$ cat config.mk
export PLATFORM = sky130hd
export DESIGN_NAME = pwm_multi_gen
export DESIGN_NICKNAME = d
export VERILOG_FILES = /design/src/rtl/pwm_pkg.sv /design/src/rtl/pwm_presc_tick.sv /design/src/rtl/pwm_multi_gen.sv
export SDC_FILE = /design/constraint.sdc
export NUM_CORES = 1
export LEC_CHECK = 0
export CAP_MARGIN = 15
export CORE_MARGIN = 3
export CORE_UTILIZATION = 64
export DETAILED_ROUTE_END_ITERATION = 8
export PLACE_DENSITY = 0.87
export SLEW_MARGIN = 15
export SYNTH_ARGS = -nofsm -noshare
export SYNTH_HDL_FRONTEND = slang
export SYNTH_HIERARCHICAL = 1
export SYNTH_SLANG_ARGS = --single-unit
$ cat constraint.sdc
create_clock -name clk -period 4.8 [get_ports clk]
set_clock_uncertainty 0.15 [all_clocks]
set_input_delay 0.96 -clock clk [delete_from_list [all_inputs] [get_ports clk]]
set_output_delay 0.96 -clock clk [all_outputs]
set_load 0.005 [all_outputs]
$ cat src/rtl/pwm_pkg.sv
// Shared constants and the saturating duty-step helper for the PWM generators.
package pwm_pkg;

    localparam int CNT_W_DEF     = 8;
    localparam int PERIOD_DEF    = 100;
    localparam int DUTY_INIT_DEF = 50;

    // One up or down step, clamped to [0, lim]; opposing requests cancel.
    function automatic int sat_add_sub(input int v, input logic up, input logic dn,
                                       input int step, input int lim);
        if (up && !dn) begin
            return (v + step > lim) ? lim : v + step;
        end
        if (dn && !up) begin
            return (v < step) ? 0 : v - step;
        end
        return v;
    endfunction

endpackage

$ cat src/rtl/pwm_presc_tick.sv
// Free-running 7-bit divider producing a one-cycle clock-enable every 2^conf clocks.
module pwm_presc_tick (
    input  logic       clk,
    input  logic       rst,
    input  logic [2:0] conf,
    output logic       tick
);

    logic [6:0] div;
    logic [6:0] mask;

    // conf is compared live, so a new width takes hold at its next all-ones point.
    assign mask = 7'((8'd1 << conf) - 8'd1);
    assign tick = ((div & mask) == mask);

    always_ff @(posedge clk) begin
        if (rst) begin
            div <= '0;
        end else begin
            div <= div + 7'd1;
        end
    end

endmodule

$ cat src/rtl/pwm_multi_gen.sv
// N_CH-channel PWM generator sharing one prescaler tick and period counter.
// Optional PWM_PHASE_STAGGER_EN: channel k compares against (cnt + k*PERIOD/N_CH) mod PERIOD.
module pwm_multi_gen
    import pwm_pkg::*;
#(
    parameter int N_CH      = 4,
    parameter int CNT_W     = CNT_W_DEF,
    parameter int PERIOD    = PERIOD_DEF,
    parameter int STEP      = 1,
    parameter int DUTY_INIT = DUTY_INIT_DEF
) (
    input  logic                  clk,
    input  logic                  rst,
    input  logic                  ena,
    input  logic [2:0]            conf,
    input  logic [N_CH-1:0]       xu,
    input  logic [N_CH-1:0]       xd,
    output logic [N_CH*CNT_W-1:0] duty,
    output logic [N_CH-1:0]       pwm
);

    localparam logic [CNT_W-1:0] LAST  = CNT_W'(PERIOD - 1);
    localparam logic [CNT_W-1:0] DINIT = CNT_W'(DUTY_INIT);

    logic             tick;
    logic             wrap;
    logic [CNT_W-1:0] cnt;

    pwm_presc_tick u_presc (
        .clk  (clk),
        .rst  (rst),
        .conf (conf),
        .tick (tick)
    );

    assign wrap = tick && ena && (cnt == LAST);

    always_ff @(posedge clk) begin
        if (rst) begin
            cnt <= '0;
        end else if (!ena) begin
            cnt <= '0;
        end else if (tick) begin
            cnt <= wrap ? '0 : cnt + CNT_W'(1);
        end
    end

    for (genvar k = 0; k < N_CH; k++) begin : g_ch
        logic             xu_q;
        logic             xd_q;
        logic             up_e;
        logic             dn_e;
        logic [CNT_W-1:0] shadow;
        logic [CNT_W-1:0] active;
        logic [CNT_W-1:0] cmp;
        logic             pwm_r;

        assign up_e = ena && xu[k] && !xu_q;
        assign dn_e = ena && xd[k] && !xd_q;

`ifdef PWM_PHASE_STAGGER_EN
        localparam int OFF = k * (PERIOD / N_CH);
        logic [CNT_W:0] sum;
        assign sum = {1'b0, cnt} + (CNT_W+1)'(OFF);
        assign cmp = (sum >= (CNT_W+1)'(PERIOD)) ? CNT_W'(sum - (CNT_W+1)'(PERIOD))
                                                 : sum[CNT_W-1:0];
`else
        assign cmp = cnt;
`endif

        // While disabled, active tracks shadow so re-enable starts with current duty.
        always_ff @(posedge clk) begin
            if (rst) begin
                xu_q   <= 1'b0;
                xd_q   <= 1'b0;
                shadow <= DINIT;
                active <= DINIT;
                pwm_r  <= 1'b0;
            end else begin
                xu_q   <= xu[k];
                xd_q   <= xd[k];
                shadow <= CNT_W'(sat_add_sub(int'(shadow), up_e, dn_e, STEP, PERIOD));
                if (!ena || wrap) begin
                    active <= shadow;
                end
                pwm_r  <= ena && (cmp < active);
            end
        end

        assign pwm[k]                   = pwm_r;
        assign duty[k*CNT_W +: CNT_W]   = active;
    end

endmodule
==> results.txt <==
Clock Tree Buf Depth = 2
slowest CP cell = a22oi_1
Rows = 35
routed len/inst = 16.4 um
Crit Path Max Fanout = 22
Yosys top cell area share = 0.291
crit share post-route = 0.783
async set-reset flop share out of synthesis = 0
hold_ws = 0.325 ns
Post-DP HPWL = 10600 um
Post-CTS Setup Bufs = 0
Netlist cell types = 71
Starting Density = 0.667
Cells after DPL = 938
Mapped Area = 6250 um2
most common cell in the netlist = nand2_1
Crit Path Class = in2reg
leak pwr = 2.63 nW
Post-synth EDFFs = 0
RSZ-0062 raised after global routing = no
max_slew headroom = 0.424
die area = 11000 um2
worst reg2reg path depth = 10
Starting DRT DRC Count = 409
worst-margin pin slew = 0.852 ns
Syn Inst Count = 819
Core Region = 9370 um2
Setup violations, final = 0
total routed wirelength = 15600 um
HP Class = reg2reg
layout cells sized above 1 = 0.0570
crit-path max cell delay = 0.53 ns
residual DRC count = 0
largest net degree at the start of global routing = 66
cts hold-fix bufs = 0
Final WS setup = 1.04 ns
MaxCap Viol Count = 0
diode count = 0
CTS Buf Count = 9
fin crit period = 3.76 ns
CP cell instances = clkdlybuf4s50_1 > nor2_1 > nor2_1 > a211o_1 > a22oi_1 > nand2_1 > nor4_1 > nand3_1 > nand2_1 > buf_4 > nand2_1 > a21oi_1
CP dominant cell by count = nand2_1
fin. max-slew vios = 0
Critical Path Sink Type = register
via/cell ratio = 6.36
Finished Layout Cells = 954
register area share after synthesis = 0.291
initial antenna violation count = 0
Worst R2R Start = u_presc/div[2]$_SDFF_PP0_
synth top area cells = dfxtp_1, ha_1, nand2_1
H-tree levels = 3
DR pass1 iterations = 5
R2R Path End = g_ch[2].active[2]$_SDFFE_PP0P_
outcome = finished, final reports clean
Hold Crit Start = g_ch[1].active[7]$_SDFFE_PP0P_
flop-to-flop setup slack = 1.69 ns
WHS Path Cells = 2
pre-CTS WS = 0.631 ns
synth cell count leaders = nand2_1, dfxtp_1, a21oi_1
clk slew on worst S/H paths = 0.08 ns
CTS tree = yes
sinks on the clock net = 91
# IOs = 50
vias in the first global route = 5622
Pwr per Cell Area = 251 nW/um2
DIE WIDTH = 105 um
Die H = 105 um
GRT Total Usage = 0.280
synthesis warning total = 6
setup TNS = 0 ns
worst vdd ir = 0.159 mV
Routability Congestion = 0.974
total nets after synthesis = 883
hold worst-path end = g_ch[1].active[7]$_SDFFE_PP0P_
fin nets = 884
register bit total from synthesis = 91
FMAX = 0.266 GHz
Root Buffer = clkbuf_8
number of buffers added on ports = 49
Area growth, synth to finish = 9.63%
Filler cells = 773
data required time at the worst endpoint = 4.92 ns
syn avg cell area = 7.63 um2
global-route wire length before repair = 26200 um
Synth area leader = dfxtp_1
Final ANT Viol Nets = 0
data arrival time of the worst path = 3.87 ns
clock latency on the worst-skew pair = 0.35 ns
Worst Setup Start Kind = input pin
most common flop cell mapped by yosys = dfxtp_1
Util after Layout = 0.731
Gates resized, CTS repair = 0
Final Hold Vio Count = 0
Vias = 6065
grt total ovfl = 0
## cell type report
cell class,count,area (um2),share of cell area
timing repair buffer,53,515,0.0752
clock buffer,15,176,0.0257
sequential,91,1820,0.266
clock inverter,1,30.0,0.00438
inverter,64,240,0.0351
multi-input combinational,601,3910,0.570
tap,129,161,0.0236
## worst max-delay path by stage
stage	start	endpoint	slack, ns	cells past startpoint
after global routing	conf[1]	g_ch[3].active[2]$_SDFFE_PP0P_	0.63	12
final	conf[1]	g_ch[2].active[2]$_SDFFE_PP0P_	1.04	12
after detailed placement	conf[1]	g_ch[1].active[1]$_SDFFE_PP1P_	0.63	11
after CTS	conf[1]	g_ch[0].active[5]$_SDFFE_PP1P_	0.94	11
after global placement	conf[1]	g_ch[0].active[1]$_SDFFE_PP1P_	0.75	11
after floorplan	ena	g_ch[3].shadow[2]$_SDFFE_PP0P_	1.57	10
## where the power goes
group          internal [W]  switching, W  total [W]
Sequential         0.000789     0.0000696   0.000859
Combinational      0.000133      0.000180   0.000313
Clock              0.000285      0.000266   0.000551
Total               0.00121      0.000515    0.00172
## sequential cells by signal (all words and copies together) (netlist names)
signal and cells:
g_ch.active 32, g_ch.shadow 32, cnt 8, u_presc/div 7, g_ch.pwm_r 4, g_ch.xd_q 4, g_ch.xu_q 4
## layout by cell type, fill, tap and decap left out, drive strengths merged, types with 6 or more instances in the layout
cell and instances:
o221ai 6, a31oi 16, nand2b 12, a211oi 11
clkdlybuf4s50 48, nand2 97, ha 50, or3 10
a21o 12, dfxtp 91, or2 9, o211ai 17
o311ai 6, clkbuf 15, nand3 26, inv 64
xnor2 10, a211o 6, nand4 12, or4 7
nor2b 12, nor2 53, a21oi 69, nor4 20
o21ai 39, xor2 12, nor3 15
## metrics by stage
| step | cell area, um2 | total power [W] |
|---|---|---|
| after global routing | 6850 | 0.00180 |
| after CTS | 6850 | 0.00172 |
| after detailed placement | 6650 | 0.00118 |
| after global placement | 6650 | 0.00116 |
| after floorplan | 6250 | 0.00109 |
| final | 6850 | 0.00172 |
## worst max-delay path, delay by kind of cell
| family | cells | cell delay, ns |
|---|---|---|
| compound gates | 3 | 0.97 |
| buf+inv | 2 | 0.76 |
| simple gates | 7 | 1.16 |
## routing by layer
metal	vias up	global-route usage	wire [um]
met5	-	0	0
met4	0	0.101	331
met3	35	0.0352	1120
met2	267	0.468	7520
met1	2828	0.371	6650
li1	2935	-	-
## logic make-up after synthesis
logic type / synth area share
AND/OR/NAND/NOR: 0.244
flip-flops: 0.291
multiplexers: 0.0120
XOR/XNOR: 0.0308
adder cells (fa/ha/maj): 0.100
buffers and inverters: 0.0837
AO/OA/AOI/OAI: 0.238
Power figures use the tool's default switching activity.
